**src/rtl/cpu_pkg.sv**
```systemverilog
// Shared definitions for the RV32 pipeline front end.
//   ADDR_W / INSTR_W : byte-address and instruction widths
//   RESET_PC         : PC value after reset
//   NOP_INSTR        : all-zero bubble word (decodes as no-write / no-memory)
//   PC_STEP          : sequential PC increment in bytes
//   CNT_W            : default performance-counter width
//   fetch_state_t    : fetch FSM states
package cpu_pkg;

  localparam int                ADDR_W    = 32;
  localparam int                INSTR_W   = 32;
  localparam int                CNT_W     = 32;
  localparam logic [ADDR_W-1:0] RESET_PC  = '0;
  localparam logic [INSTR_W-1:0] NOP_INSTR = '0;
  localparam int                PC_STEP   = 4;

  typedef enum logic {
    FS_IDLE = 1'b0,
    FS_RUN  = 1'b1
  } fetch_state_t;

endpackage

```
**src/rtl/sat_counter.sv**
```systemverilog
// Saturating up-counter used for the fetch-stage performance statistics.
// Ports:
//   clk_i  : clock
//   rst_i  : asynchronous active-high reset, clears the count
//   inc_i  : increment enable for this edge
//   cnt_o  : current count, sticks at all-ones
module sat_counter #(
  parameter int CNT_W = 32
) (
  input  logic             clk_i,
  input  logic             rst_i,
  input  logic             inc_i,
  output logic [CNT_W-1:0] cnt_o
);

  logic [CNT_W-1:0] r_cnt;
  logic             w_at_max;

  assign w_at_max = (r_cnt == {CNT_W{1'b1}});

  always_ff @(posedge clk_i or posedge rst_i) begin
    if (rst_i) begin
      r_cnt <= '0;
    end else if (inc_i && !w_at_max) begin
      r_cnt <= r_cnt + {{(CNT_W-1){1'b0}}, 1'b1};
    end
  end

  assign cnt_o = r_cnt;

endmodule

```
**src/rtl/fetch_stage.sv**
```systemverilog
// Instruction-fetch front end: PC register, instruction-memory address,
// IF/ID pipeline register, stall/flush handling and performance counters.
// Ports:
//   clk_i, rst_i          : clock, async active-high reset
//   start_i               : run enable (low freezes all fetch state)
//   stall_i               : load-use stall, holds PC and IF/ID
//   flush_i               : taken branch from ID, redirects PC and squashes IF/ID
//   branch_target_i       : redirect address, valid with flush_i
//   imem_instr_i          : combinational instruction-memory read data
//   imem_addr_o, pc_o     : instruction address / current PC
//   ifid_pc_o/_instr_o/_valid_o : IF/ID contents (bubble = all zero)
//   stall_cnt_o, flush_cnt_o, cycle_cnt_o : saturating statistics
//
// state   | meaning
// FS_IDLE | fetch frozen, waiting for start_i
// FS_RUN  | one PC/IF-ID update per edge while start_i stays high
module fetch_stage #(
  parameter int                      ADDR_W   = cpu_pkg::ADDR_W,
  parameter int                      INSTR_W  = cpu_pkg::INSTR_W,
  parameter logic [ADDR_W-1:0]       RESET_PC = cpu_pkg::RESET_PC,
  parameter int                      CNT_W    = cpu_pkg::CNT_W
) (
  input  logic               clk_i,
  input  logic               rst_i,
  input  logic               start_i,
  input  logic               stall_i,
  input  logic               flush_i,
  input  logic [ADDR_W-1:0]  branch_target_i,
  input  logic [INSTR_W-1:0] imem_instr_i,
  output logic [ADDR_W-1:0]  imem_addr_o,
  output logic [ADDR_W-1:0]  pc_o,
  output logic [ADDR_W-1:0]  ifid_pc_o,
  output logic [INSTR_W-1:0] ifid_instr_o,
  output logic               ifid_valid_o,
  output logic [CNT_W-1:0]   stall_cnt_o,
  output logic [CNT_W-1:0]   flush_cnt_o,
  output logic [CNT_W-1:0]   cycle_cnt_o
);

  import cpu_pkg::*;

  fetch_state_t       r_state;
  fetch_state_t       w_state_nxt;
  logic               w_upd;
  logic               w_do_flush;
  logic               w_do_stall;
  logic               w_do_adv;
  logic [ADDR_W-1:0]  w_target;

  logic [ADDR_W-1:0]  r_pc;
  logic [ADDR_W-1:0]  r_ifid_pc;
  logic [INSTR_W-1:0] r_ifid_instr;
  logic               r_ifid_valid;

  always_ff @(posedge clk_i or posedge rst_i) begin
    if (rst_i) r_state <= FS_IDLE;
    else       r_state <= w_state_nxt;
  end

  // Both states update on an edge with start_i high (IDLE->RUN performs the
  // first update on the same edge); start_i low always freezes everything.
  always_comb begin
    w_state_nxt = r_state;
    w_upd       = 1'b0;
    case (r_state)
      FS_IDLE: begin
        if (start_i) begin
          w_state_nxt = FS_RUN;
          w_upd       = 1'b1;
        end
      end
      FS_RUN: begin
        if (start_i) w_upd       = 1'b1;
        else         w_state_nxt = FS_IDLE;
      end
      default: w_state_nxt = FS_IDLE;
    endcase
  end

  // Flush outranks stall; a stall coinciding with a flush is dropped.
  assign w_do_flush = w_upd && flush_i;
  assign w_do_stall = w_upd && stall_i && !flush_i;
  assign w_do_adv   = w_upd && !stall_i && !flush_i;

  // Redirect targets are word-aligned by clearing the two low bits.
  assign w_target = branch_target_i & ~ADDR_W'(3);

  always_ff @(posedge clk_i or posedge rst_i) begin
    if (rst_i) begin
      r_pc         <= RESET_PC;
      r_ifid_pc    <= '0;
      r_ifid_instr <= '0;
      r_ifid_valid <= 1'b0;
    end else if (w_do_flush) begin
      r_pc         <= w_target;
      r_ifid_pc    <= '0;
      r_ifid_instr <= INSTR_W'(NOP_INSTR);
      r_ifid_valid <= 1'b0;
    end else if (w_do_adv) begin
      r_pc         <= r_pc + ADDR_W'(PC_STEP);
      r_ifid_pc    <= r_pc;
      r_ifid_instr <= imem_instr_i;
      r_ifid_valid <= 1'b1;
    end
  end

  sat_counter #(.CNT_W(CNT_W)) u_stall_cnt (
    .clk_i (clk_i),
    .rst_i (rst_i),
    .inc_i (w_do_stall),
    .cnt_o (stall_cnt_o)
  );

  sat_counter #(.CNT_W(CNT_W)) u_flush_cnt (
    .clk_i (clk_i),
    .rst_i (rst_i),
    .inc_i (w_do_flush),
    .cnt_o (flush_cnt_o)
  );

  sat_counter #(.CNT_W(CNT_W)) u_cycle_cnt (
    .clk_i (clk_i),
    .rst_i (rst_i),
    .inc_i (w_upd),
    .cnt_o (cycle_cnt_o)
  );

  assign imem_addr_o  = r_pc;
  assign pc_o         = r_pc;
  assign ifid_pc_o    = r_ifid_pc;
  assign ifid_instr_o = r_ifid_instr;
  assign ifid_valid_o = r_ifid_valid;

endmodule
```
**config.mk**
```make
export PLATFORM = sky130hd
export DESIGN_NAME = fetch_stage
export DESIGN_NICKNAME = d
export VERILOG_FILES = /design/src/rtl/cpu_pkg.sv /design/src/rtl/sat_counter.sv /design/src/rtl/fetch_stage.sv
export SDC_FILE = /design/constraint.sdc
export NUM_CORES = 1
export LEC_CHECK = 0
export CORE_UTILIZATION = 52
export CTS_BUF_LIST = sky130_fd_sc_hd__clkbuf_4
export DETAILED_ROUTE_END_ITERATION = 10
export PLACE_DENSITY = 0.89
export SETUP_SLACK_MARGIN = 0.4
export SKIP_CTS_REPAIR_TIMING = 1
export SYNTH_ARGS = -nofsm -noshare
export SYNTH_HDL_FRONTEND = slang
export SYNTH_SLANG_ARGS = --single-unit
```
**constraint.sdc**
```tcl
create_clock -name clk_i -period 17.9 [get_ports clk_i]
set_clock_uncertainty 0.05 [all_clocks]
set_input_delay 1.79 -clock clk_i [delete_from_list [all_inputs] [get_ports clk_i]]
set_output_delay 1.79 -clock clk_i [all_outputs]
set_load 0.01 [all_outputs]
```
[Word level (Yosys, flattened, before mapping)]
Cells that the tools add are included.
Operators by class
  $add $sub $neg: 4
  equal/unequal tests: 3
  mux-type cells: 9
  reductions and logical operators: 14
Operators by type and width (count)
  32-bit two-way mux: 6
  32-bit by 1-bit adder with 32-bit output, second input constant: 3
  32-bit == test, second input constant: 3
  32-bit by 3-bit adder with 32-bit output, second input constant: 1
  1-bit logical AND: 8
  1-bit zero test: 5
  1-bit two-way mux: 3
  2-bit nonzero test: 1
Word-level totals
  bits in registers: 193
  output and inout bits: 225
  word-level logic and storage cells: 37

[Logic depth before layout (Yosys ltp)]
Gate-level depths: netlist of the first run.
  depth after elaboration: 5
  depth in mapped cells: 7
  mapped depth without buffers: 6

[Hierarchy]
Synthesis of the first run repeated with hierarchy kept, for this count alone.
Second synthesis, totals
  cell total of the unflattened synthesis: 996
  area, all modules: 9714.3 µm²
Modules (own cells, without submodules)
  sat_counter: instances 3, cells an instance 155, area each 1665.3 µm², sequential area each 800.8 µm²
  fetch_stage: instances 1, cells an instance 531, area each 4718.3 µm², sequential area each 2352.3 µm²

[Least setup slack after synthesis of the first run]
Ideal clock, no wire load.
  path type: input port to flip-flop
  start: input flush_i
  end: register u_stall_cnt.r_cnt[25], in the netlist u_stall_cnt.cnt_o[25]
  library setup time: 0.079 ns
  arrival: 3.194 ns
  required time: 17.771 ns
  slack: 14.577 ns
  cell stages on the path: 7
  buffers on the path: 2
  cells stage by stage: clkbuf_1 -> nand3b_1 -> nor2_1 -> clkbuf_1 -> nand4_1 -> nor4_1 -> xor2_1
Between the ends
  word-level cells in the longest chain between the ends: 3
Ends and longest elaborated chain
  start, declared: RTL line fetch_stage.sv:27  | input logic flush_i,
  1-bit zero test: RTL line fetch_stage.sv:82  | assign w_do_stall = w_upd && stall_i && !flush_i;
  1-bit logical AND: RTL line fetch_stage.sv:82
  1-bit logical AND: RTL line sat_counter.sv:24  | end else if (inc_i && !w_at_max) begin
  end signal, assigned: RTL line sat_counter.sv:25  | r_cnt <= r_cnt + {{(CNT_W-1){1'b0}}, 1'b1};
  end, declared: RTL line sat_counter.sv:16  | logic [CNT_W-1:0] r_cnt;
No other way between the ends.
A chain may end at the register's enable or synchronous reset.

[Worst setup path after layout of the first run]
  start: input stall_i
  end: register u_stall_cnt.r_cnt[31], in the netlist u_stall_cnt.cnt_o[31]
Between the ends
  word-level cells in the longest chain between the ends: 3
Ends and longest elaborated chain
  start, declared: RTL line fetch_stage.sv:26  | input logic stall_i,
  1-bit logical AND (2 in series): RTL line fetch_stage.sv:82
  1-bit logical AND: RTL line sat_counter.sv:24
No other way between the ends.

==> results of run 1 <==
## layer usage
metal	up-vias	wire length (um)	global-route usage, %
li1	3783	-	-
met1	3903	10180	33.76
met2	269	11990	45.13
met3	41	1805	7.057
met4	0	620	10.80
met5	-	0	0
## flip-flops by register name (all words and copies together), names as in the netlist
register and count:
u_stall_cnt.cnt_o 32, imem_addr_o 30, ifid_instr_o 32, u_flush_cnt.cnt_o 32, ifid_valid_o 1, u_cycle_cnt.cnt_o 32, ifid_pc_o 31
## final timing paths
path | slack (ps) | cells after the start | end | startpoint
hold reg to reg | 440 | 2 | ifid_pc_o[16] | ifid_pc_o[16]
max in group asynchronous | 14730 | 3 | ifid_pc_o[18] | rst_i
setup / recovery | 13790 | 6 | u_stall_cnt.cnt_o[31] | stall_i
hold / removal | 440 | 2 | ifid_pc_o[16] | ifid_pc_o[16]
setup reg to reg | 15270 | 5 | imem_addr_o[31] | imem_addr_o[5]
min in group asynchronous | 1670 | 2 | u_flush_cnt.cnt_o[5] | rst_i
## final cells by class
class                      instances  area, sq um  area share, %
inverter                          10        45.04         0.3695
multi-input combinational        670         3943          32.34
timing repair buffer             292         2905          23.83
clock buffer                      17        127.6          1.047
clock inverter                    14        130.1          1.067
tap                              225        281.5          2.309
sequential                       190         4755          39.00
antenna                            2        5.005        0.04105
## cells in the mapped netlist (all sizes together) (2+ instances only)
library cell / number
o21ai: 66
clkbuf: 42
nor3: 21
inv: 10
buf: 45
o22ai: 22
and3: 24
and2: 9
or4: 3
ha: 4
o31ai: 2
a21oi: 32
nor2b: 3
nand3: 44
mux2: 4
a311oi: 3
a31o: 2
nand2: 165
a21o: 5
xor2: 26
a31oi: 3
mux2i: 8
xnor2: 66
nor4b: 5
a22oi: 2
nor4: 14
nor3b: 5
dfrtp: 190
or3: 2
o32ai: 3
nand2b: 2
nand4: 57
nor2: 32
and4b: 2
and4: 16
## logic make-up (layout without fill, tap and decap cells)
logic type,Yosys count,in the layout
AO/OA/AOI/OAI,151,151
multiplexers,12,12
XOR/XNOR,92,92
flip-flops,190,190
AND/OR/NAND/NOR,407,407
adder cells (fa/ha/maj),4,4
buffers and inverters,97,333
other,1,6
## where the power goes
group	internal (mW)	switching, mW
clock network	0.0604	0.159
registers	0.474	0.0640
logic	0.146	0.115
## worst register-to-register path, cell delays in order (launching register included)
cell and delay (ps):
dfrtp_1 630, nand4_2 250, or4_1 700, nor4_1 550, mux2i_1 250, a21oi_1 80
==> impl_metrics.tcl, run 1 <==
set metrics [dict create \
    cp_top_family "simple AND/OR/NAND/NOR gates" \
    cts_tree "built" \
    synth_top_area_share_pct 51.76 \
    drc 0 \
    min_period_ps 4108 \
    grt_pass1_wl_um 38660 \
    hold_viol 0 \
    ys_seq_area_share_pct 51.76 \
    cp_max_fo 22 \
    row_count 48 \
    initial_core_util_pct 53.11 \
    holdCritPathClass "register to register" \
    drtIter0Drc 380 \
    maxSlewHeadroom_pct 25.89 \
    clk_path_buf_depth 2 \
    worst_setup_path_start_kind "input port" \
    async_flop_share_pct 100.0 \
    ir_drop_uv 77.94 \
    grt_max_degree 128 \
    die_area_sq_mm 0.01820 \
    post-route-util_pct 70.49 \
    synth_edf_count 0 \
    worstPathArrival_ps 4560 \
    numPortBuffers 287 \
    max_freq_mhz 243.5 \
    wl_per_cell_um 17.32 \
    grt.total_usage_pct 27.14 \
    root_buffer "clkbuf_4" \
    drv_cap 0 \
    power_density_mw_per_mm2 83.57 \
    synth.area.top_cells "dfrtp_1 (52%), nand2_1 (6.7%), xnor2_1 (6.3%), nand4_1 (3.8%), o21ai_0 (3.6%)" \
    cts_sinks 190 \
    setup_tns_ps 0 \
    post-place-cells 1387 \
    core_sq_mm 0.01730 \
    cts_max_level 4 \
    syn_inst 954 \
    synth_area_sq_mm 0.009186 \
    vias 7996 \
    via_per_inst 5.631 \
    antenna_found_initial 3 \
    chipWidth_um 134.9 \
    yosysUniqueCellTypes 57 \
    critPathKind "input port to register" \
    run_status "completed" \
    synth-simple-area-share_pct 22.41 \
    ys.flop_type "dfrtp_1" \
    worstMarginPinSlew_ps 1112 \
    ys_warn_count 0 \
    dp_worst_setup_slack_ps 13170 \
    finalSetupViolCount 0 \
    design_area_sq_mm 0.01219 \
    crit_slowest_cell "clkdlybuf4s50_1" \
    drt_wl_total_um 24590 \
    fin_nets 1254 \
    synth_compound_area_share_pct 9.589 \
    clock_latency_ps 590 \
    synth_xor_area_share_pct 8.771 \
    synth_top_family_by_area "simple AND/OR/NAND/NOR gates" \
    syn_avg_cell_area_sq_um 9.629 \
    mostFrequentLayoutCell "clkdlybuf4s50_1" \
    finalWorstSetupSlack_ps 13790 \
    grt-ovfl-total 0 \
    cts_buffers 17 \
    slowest_delay_ps 1010 \
    drive_gt1_share_pct 4.359 \
    n_fill_cell 1321 \
    mostFrequentLayoutCells "clkdlybuf4s50_1 (286), dfrtp_1 (190), nand2_1 (164)" \
    die_h_um 134.9 \
    slew_violations 0 \
    area_delta_synth_final_pct 32.72 \
    stdcell_count 1420 \
    grt_pass1_vias 7579 \
    synthAdderAreaFrac_pct 0.5448 \
    required_ps 18350 \
    synth.largest_area_cell "dfrtp_1" \
    place_congestion 0.8635 \
    first_pass_iters 7 \
    muxShareOfSynthArea_pct 1.362 \
    placed_cell_area_sq_mm 0.01193 \
    period_share_pct 22.95 \
    crit_path_cell_trace "clkdlybuf4s50_1, nand3b_1, nor2_1, nand4_1, nor3b_1, xor2_1" \
    p_leak_nw 5.094 \
    rsz0062_at_grt "no" \
    power_mw 1.019 \
    synth_seq_cells 190 \
    dpl.hpwl_um 17460 \
    crit_path_end_kind "register" \
    fin_hold_ws_ps 443.8 \
    ios 294 \
    ant_nets 0 \
    clk_pin_slew_ps 150 \
    path_buf_inv 1 \
]
Power figures use the tool's default switching activity.
==> inputs of run 2 (changes only) <==
--- a/config.mk
+++ b/config.mk
@@ -5,10 +5,10 @@
 export SDC_FILE = /design/constraint.sdc
 export NUM_CORES = 1
 export LEC_CHECK = 0
-export CORE_UTILIZATION = 52
+export CORE_UTILIZATION = 44
 export CTS_BUF_LIST = sky130_fd_sc_hd__clkbuf_4
 export DETAILED_ROUTE_END_ITERATION = 10
-export PLACE_DENSITY = 0.89
+export PLACE_DENSITY = 0.8
 export SETUP_SLACK_MARGIN = 0.4
 export SKIP_CTS_REPAIR_TIMING = 1
 export SYNTH_ARGS = -nofsm -noshare
==> constraint.sdc (replaced) <==
create_clock -name clk_i -period 3.7 [get_ports clk_i]
set_clock_uncertainty 0.05 [all_clocks]
set_input_delay 0.37 -clock clk_i [delete_from_list [all_inputs] [get_ports clk_i]]
set_output_delay 0.37 -clock clk_i [all_outputs]
set_load 0.01 [all_outputs]
==> run 2 against run 1 <==
Effect of this change:
- sequential share of layout area decreased by 0.53 points
- combinational power increased to 4.9 times the previous value
- critical endpoint is now imem_addr_o[31]
- highest routed layer is now met5
- sequential power increased to 4.8 times the previous value
- via count increased by 0.21%
- sequential cell count unchanged
- largest power group unchanged
==> impl_metrics.tcl, run 2 (synthesis gave the netlist of run 1 again) <==
set metrics [dict create \
    path_buf_inv 0 \
    place_congestion 0.8632 \
    required_ps 4120 \
    antenna_found_initial 4 \
    cts_sinks 190 \
    crit_path_end_kind "register" \
    cts_buffers 17 \
    drt_wl_total_um 25610 \
    ant_nets 0 \
    finalSetupViolCount 0 \
    vias 8013 \
    worstPathArrival_ps 3020 \
    cts_max_level 4 \
    row_count 52 \
    grt.total_usage_pct 24.59 \
    grt-ovfl-total 0 \
    max_freq_mhz 384.0 \
    die_area_sq_mm 0.02146 \
    die_h_um 146.5 \
    cts_tree "built" \
    fin_hold_ws_ps 131.5 \
    post-place-cells 1440 \
    dpl.hpwl_um 18440 \
    cp_max_fo 12 \
    clock_latency_ps 580 \
    crit_path_cell_trace "nand4_1, or4_1, nor4_1, mux2i_1, a21oi_1" \
    hold_viol 0 \
    ir_drop_uv 314.1 \
    grt_max_degree 104 \
    ios 294 \
    root_buffer "clkbuf_4" \
    clk_pin_slew_ps 170 \
    post-route-util_pct 60.68 \
    p_leak_nw 5.144 \
    critPathKind "register to register" \
    setup_tns_ps 0 \
    worst-path-stages 5 \
    crit_slowest_cell "or4_1" \
    run_status "completed" \
    grt_pass1_vias 7637 \
    min_period_ps 2604 \
    worstMarginPinSlew_ps 863.4 \
    wl_per_cell_um 17.38 \
    drtIter0Drc 384 \
    first_pass_iters 5 \
    chipWidth_um 146.5 \
    initial_core_util_pct 45.11 \
    regToRegStartpoint "imem_addr_o[10]" \
    r2r_cells 5 \
    maxSlewHeadroom_pct 42.17 \
    power_density_mw_per_mm2 402.7 \
    startpoint "imem_addr_o[10]" \
    rsz0062_at_grt "no" \
    via_per_inst 5.436 \
    drive_gt1_share_pct 5.075 \
    drc 0 \
    cp_top_family "simple AND/OR/NAND/NOR gates" \
    holdCritPathClass "input port to asynchronous set/reset pin" \
    numPortBuffers 287 \
    mostFrequentLayoutCell "clkdlybuf4s50_1" \
    stdcell_count 1474 \
    worst_setup_path_start_kind "register" \
    core_sq_mm 0.02036 \
    slew_violations 0 \
    grt_pass1_wl_um 41690 \
    slowest_delay_ps 720 \
    period_share_pct 70.38 \
    area_delta_synth_final_pct 34.53 \
    fin_nets 1262 \
    drv_cap 0 \
    clk_path_buf_depth 2 \
    mostFrequentLayoutCells "clkdlybuf4s50_1 (286), dfrtp_1 (190), nand2_1 (164)" \
]
-- run 2: cell count changes in the layout (fill, tap and decap cells not counted) --
cell        previous run  this run
clkinvlp_4             0         2
clkinv_8               1         3
inv_8                  4         2
clkinv_2               2         3
buf_12                 0         3
clkinv_4               4         1
buf_4                  5        10
inv_6                  4         5
-- run 2: metrics by stage --
stage / power, mW / worst slack, ps / area (sq um)
3_3_place_gp: 3.899 / 944.3 / 12080
5_1_grt: 5.269 / 953.6 / 12360
6_report: 4.976 / 1096 / 12360
3_5_place_dp: 3.932 / 834.2 / 12080
2_1_floorplan: 3.186 / 831.5 / 9201
4_1_cts: 5.032 / 1067 / 12350
-- run 2: per-layer routing --
layer  track usage [%]  share of wire, %  vias up  wire length, um
met3             6.219               6.5       39             1653
met4             8.177               2.4        2              614
met5                 0             0.047        -               12
met1             32.29                43     3880            10960
li1                  -                 -     3800                -
met2             39.64                48      292            12370
-- run 2: power by group --
part	leakage [nW]	total (mW)	internal, mW	switching (mW)
combinational	2.51	1.29	0.718	0.568
sequential	2.49	2.60	2.30	0.303
clock	0.150	1.09	0.300	0.791
total	5.14	4.98	3.31	1.66
-- run 2: worst paths after layout --
kind	to	slack, ps
worst max-delay path	imem_addr_o[31]	1100
worst min-delay path	ifid_pc_o[28]	130
worst max register to register	imem_addr_o[31]	1100
worst min register to register	ifid_pc_o[30]	440
max in group asynchronous	u_stall_cnt.cnt_o[2]	2510
min in group clk_i	ifid_instr_o[23]	270
-- run 2: layout make-up --
type	count	area, sq um
Fill cell	1764	8006
Sequential cell	190	4755
Multi-Input combinational cell	670	3943
Timing Repair Buffer	300	3003
Tap cell	270	337.8
Clock inverter	15	146.4
Clock buffer	17	127.6
Inverter	10	41.29
Antenna cell	2	5.005
==> inputs of run 3 (changes only) <==
--- a/config.mk
+++ b/config.mk
@@ -5,10 +5,10 @@
 export SDC_FILE = /design/constraint.sdc
 export NUM_CORES = 1
 export LEC_CHECK = 0
-export CORE_UTILIZATION = 44
+export CORE_UTILIZATION = 48
 export CTS_BUF_LIST = sky130_fd_sc_hd__clkbuf_4
 export DETAILED_ROUTE_END_ITERATION = 10
-export PLACE_DENSITY = 0.8
+export PLACE_DENSITY = 0.83
 export SETUP_SLACK_MARGIN = 0.4
 export SKIP_CTS_REPAIR_TIMING = 1
 export SYNTH_ARGS = -nofsm -noshare
==> constraint.sdc (replaced) <==
create_clock -name clk_i -period 2.4 [get_ports clk_i]
set_clock_uncertainty 0.05 [all_clocks]
set_input_delay 0.24 -clock clk_i [delete_from_list [all_inputs] [get_ports clk_i]]
set_output_delay 0.24 -clock clk_i [all_outputs]
set_load 0.01 [all_outputs]
==> run 3 against run 2 <==
Effect of this change:
- sequential power grew 52%
- combinational power grew 81%
- routed wire length grew 4.5%
- count of clock-buffer cells in the layout is the same
- sequential share of layout area shrank 2.0 points
- highest routed layer unchanged
- non-clock buffer count grew 61
- die area shrank 8.2%
==> impl_metrics.tcl, run 3 (synthesis gave the netlist of run 1 again) <==
set metrics [dict create \
    dp_worst_setup_slack_ps 55.70 \
    initial_core_util_pct 49.11 \
    clk_path_buf_depth 2 \
    worst_setup_path_start_kind "register" \
    stdcell_count 1498 \
    grt_max_degree 91 \
    grt_pass1_vias 7649 \
    slew_violations 0 \
    worstPathArrival_ps 2480 \
    chipWidth_um 140.3 \
    maxSlewHeadroom_pct 49.47 \
    clock_latency_ps 570 \
    vias 8369 \
    hold_viol 0 \
    mostFrequentLayoutCell "clkdlybuf4s50_1" \
    die_h_um 140.3 \
    rsz0062_at_grt "yes" \
    period_share_pct 86.28 \
    finalSetupViolCount 0 \
    drc 0 \
    cts_sinks 190 \
    mostFrequentLayoutCells "clkdlybuf4s50_1 (248), nand2_1 (163), dfrtp_1 (151)" \
    clk_pin_slew_ps 170 \
    fin_nets 1323 \
    grt-ovfl-total 0 \
    drive_gt1_share_pct 15.04 \
    root_buffer "clkbuf_4" \
    required_ps 2810 \
    antenna_found_initial 2 \
    wl_per_cell_um 17.86 \
    cts_tree "built" \
    cts_buffers 17 \
    power_mw 8.023 \
    ios 294 \
    finalWorstSetupSlack_ps 329.3 \
    numPortBuffers 287 \
    row_count 50 \
    run_status "completed" \
    holdCritPathClass "input port to asynchronous set/reset pin" \
    power_density_mw_per_mm2 609.0 \
    min_period_ps 2071 \
    max_freq_mhz 482.9 \
    n_fill_cell 1380 \
    drtIter0Drc 583 \
    crit_path_end_kind "register" \
    dpl.hpwl_um 18320 \
    post-place-cells 1441 \
    core_sq_mm 0.01871 \
    grt_pass1_wl_um 40270 \
    cts_max_level 4 \
    worstMarginPinSlew_ps 751.0 \
    drt_wl_total_um 26750 \
    critPathKind "register to register" \
    via_per_inst 5.587 \
    cp_max_fo 3 \
    place_congestion 0.8823 \
    first_pass_iters 5 \
    fin_hold_ws_ps 80.10 \
    drv_cap 0 \
    p_leak_nw 5.808 \
    post-route-util_pct 70.43 \
    grt.total_usage_pct 26.00 \
    ant_nets 0 \
    area_delta_synth_final_pct 43.41 \
    ir_drop_uv 634.3 \
    die_area_sq_mm 0.01970 \
]
## run 3: layout make-up
| type | instances | area (sq um) | area share [%] |
|---|---|---|---|
| clock buffers | 17 | 127.6 | 0.9687 |
| well taps | 234 | 292.8 | 2.222 |
| clock inverters | 15 | 155.1 | 1.178 |
| inverters | 10 | 41.29 | 0.3134 |
| repair buffers | 361 | 3591 | 27.26 |
| diodes | 1 | 2.502 | 0.01900 |
| flip-flops and latches | 190 | 4803 | 36.46 |
| multi-input cells | 670 | 4160 | 31.58 |
## run 3: per-layer routing
metal  global-route usage [%]  up-vias  wire (um)
met2                    42.95      368      13210
met4                    10.64        2        539
met1                    32.58     4034      11100
met3                    6.632       42       1889
met5                        0        -         13
li1                         -     3923          -
## run 3: report_power, final
group	switching (mW)	internal, mW
clock	1.19	0.552
combinational	1.07	1.27
sequential	0.385	3.56
## run 3: worst max-delay path, stage by stage (launching register included)
cell	delay (ps)
dfrtp_1	390
nand4_1	190
or4_4	610
or4b_4	510
o22ai_1	150
a21oi_1	80
## run 3: path summary, 6_finish.rpt
| path | from | endpoint | slack, ps | cells past startpoint |
|---|---|---|---|---|
| setup reg to reg | imem_addr_o[12] | imem_addr_o[23] | 330 | 5 |
| max in group asynchronous | rst_i | u_stall_cnt.cnt_o[0] | 1740 | 3 |
| setup / recovery | imem_addr_o[12] | imem_addr_o[23] | 330 | 5 |
| min in group clk_i | imem_instr_i[26] | ifid_instr_o[26] | 160 | 3 |
| hold / removal | rst_i | ifid_pc_o[26] | 80 | 3 |
| hold reg to reg | ifid_pc_o[29] | ifid_pc_o[29] | 450 | 1 |
## run 3: stage by stage
| step | setup TNS (ps) | area, sq um |
|---|---|---|
| 3_3_place_gp | 0 | 12380 |
| 4_1_cts | 0 | 12660 |
| 5_1_grt | 0 | 13170 |
| 6_report | 0 | 13170 |
| 2_1_floorplan | -64310 | 9271 |
| 3_5_place_dp | 0 | 12380 |
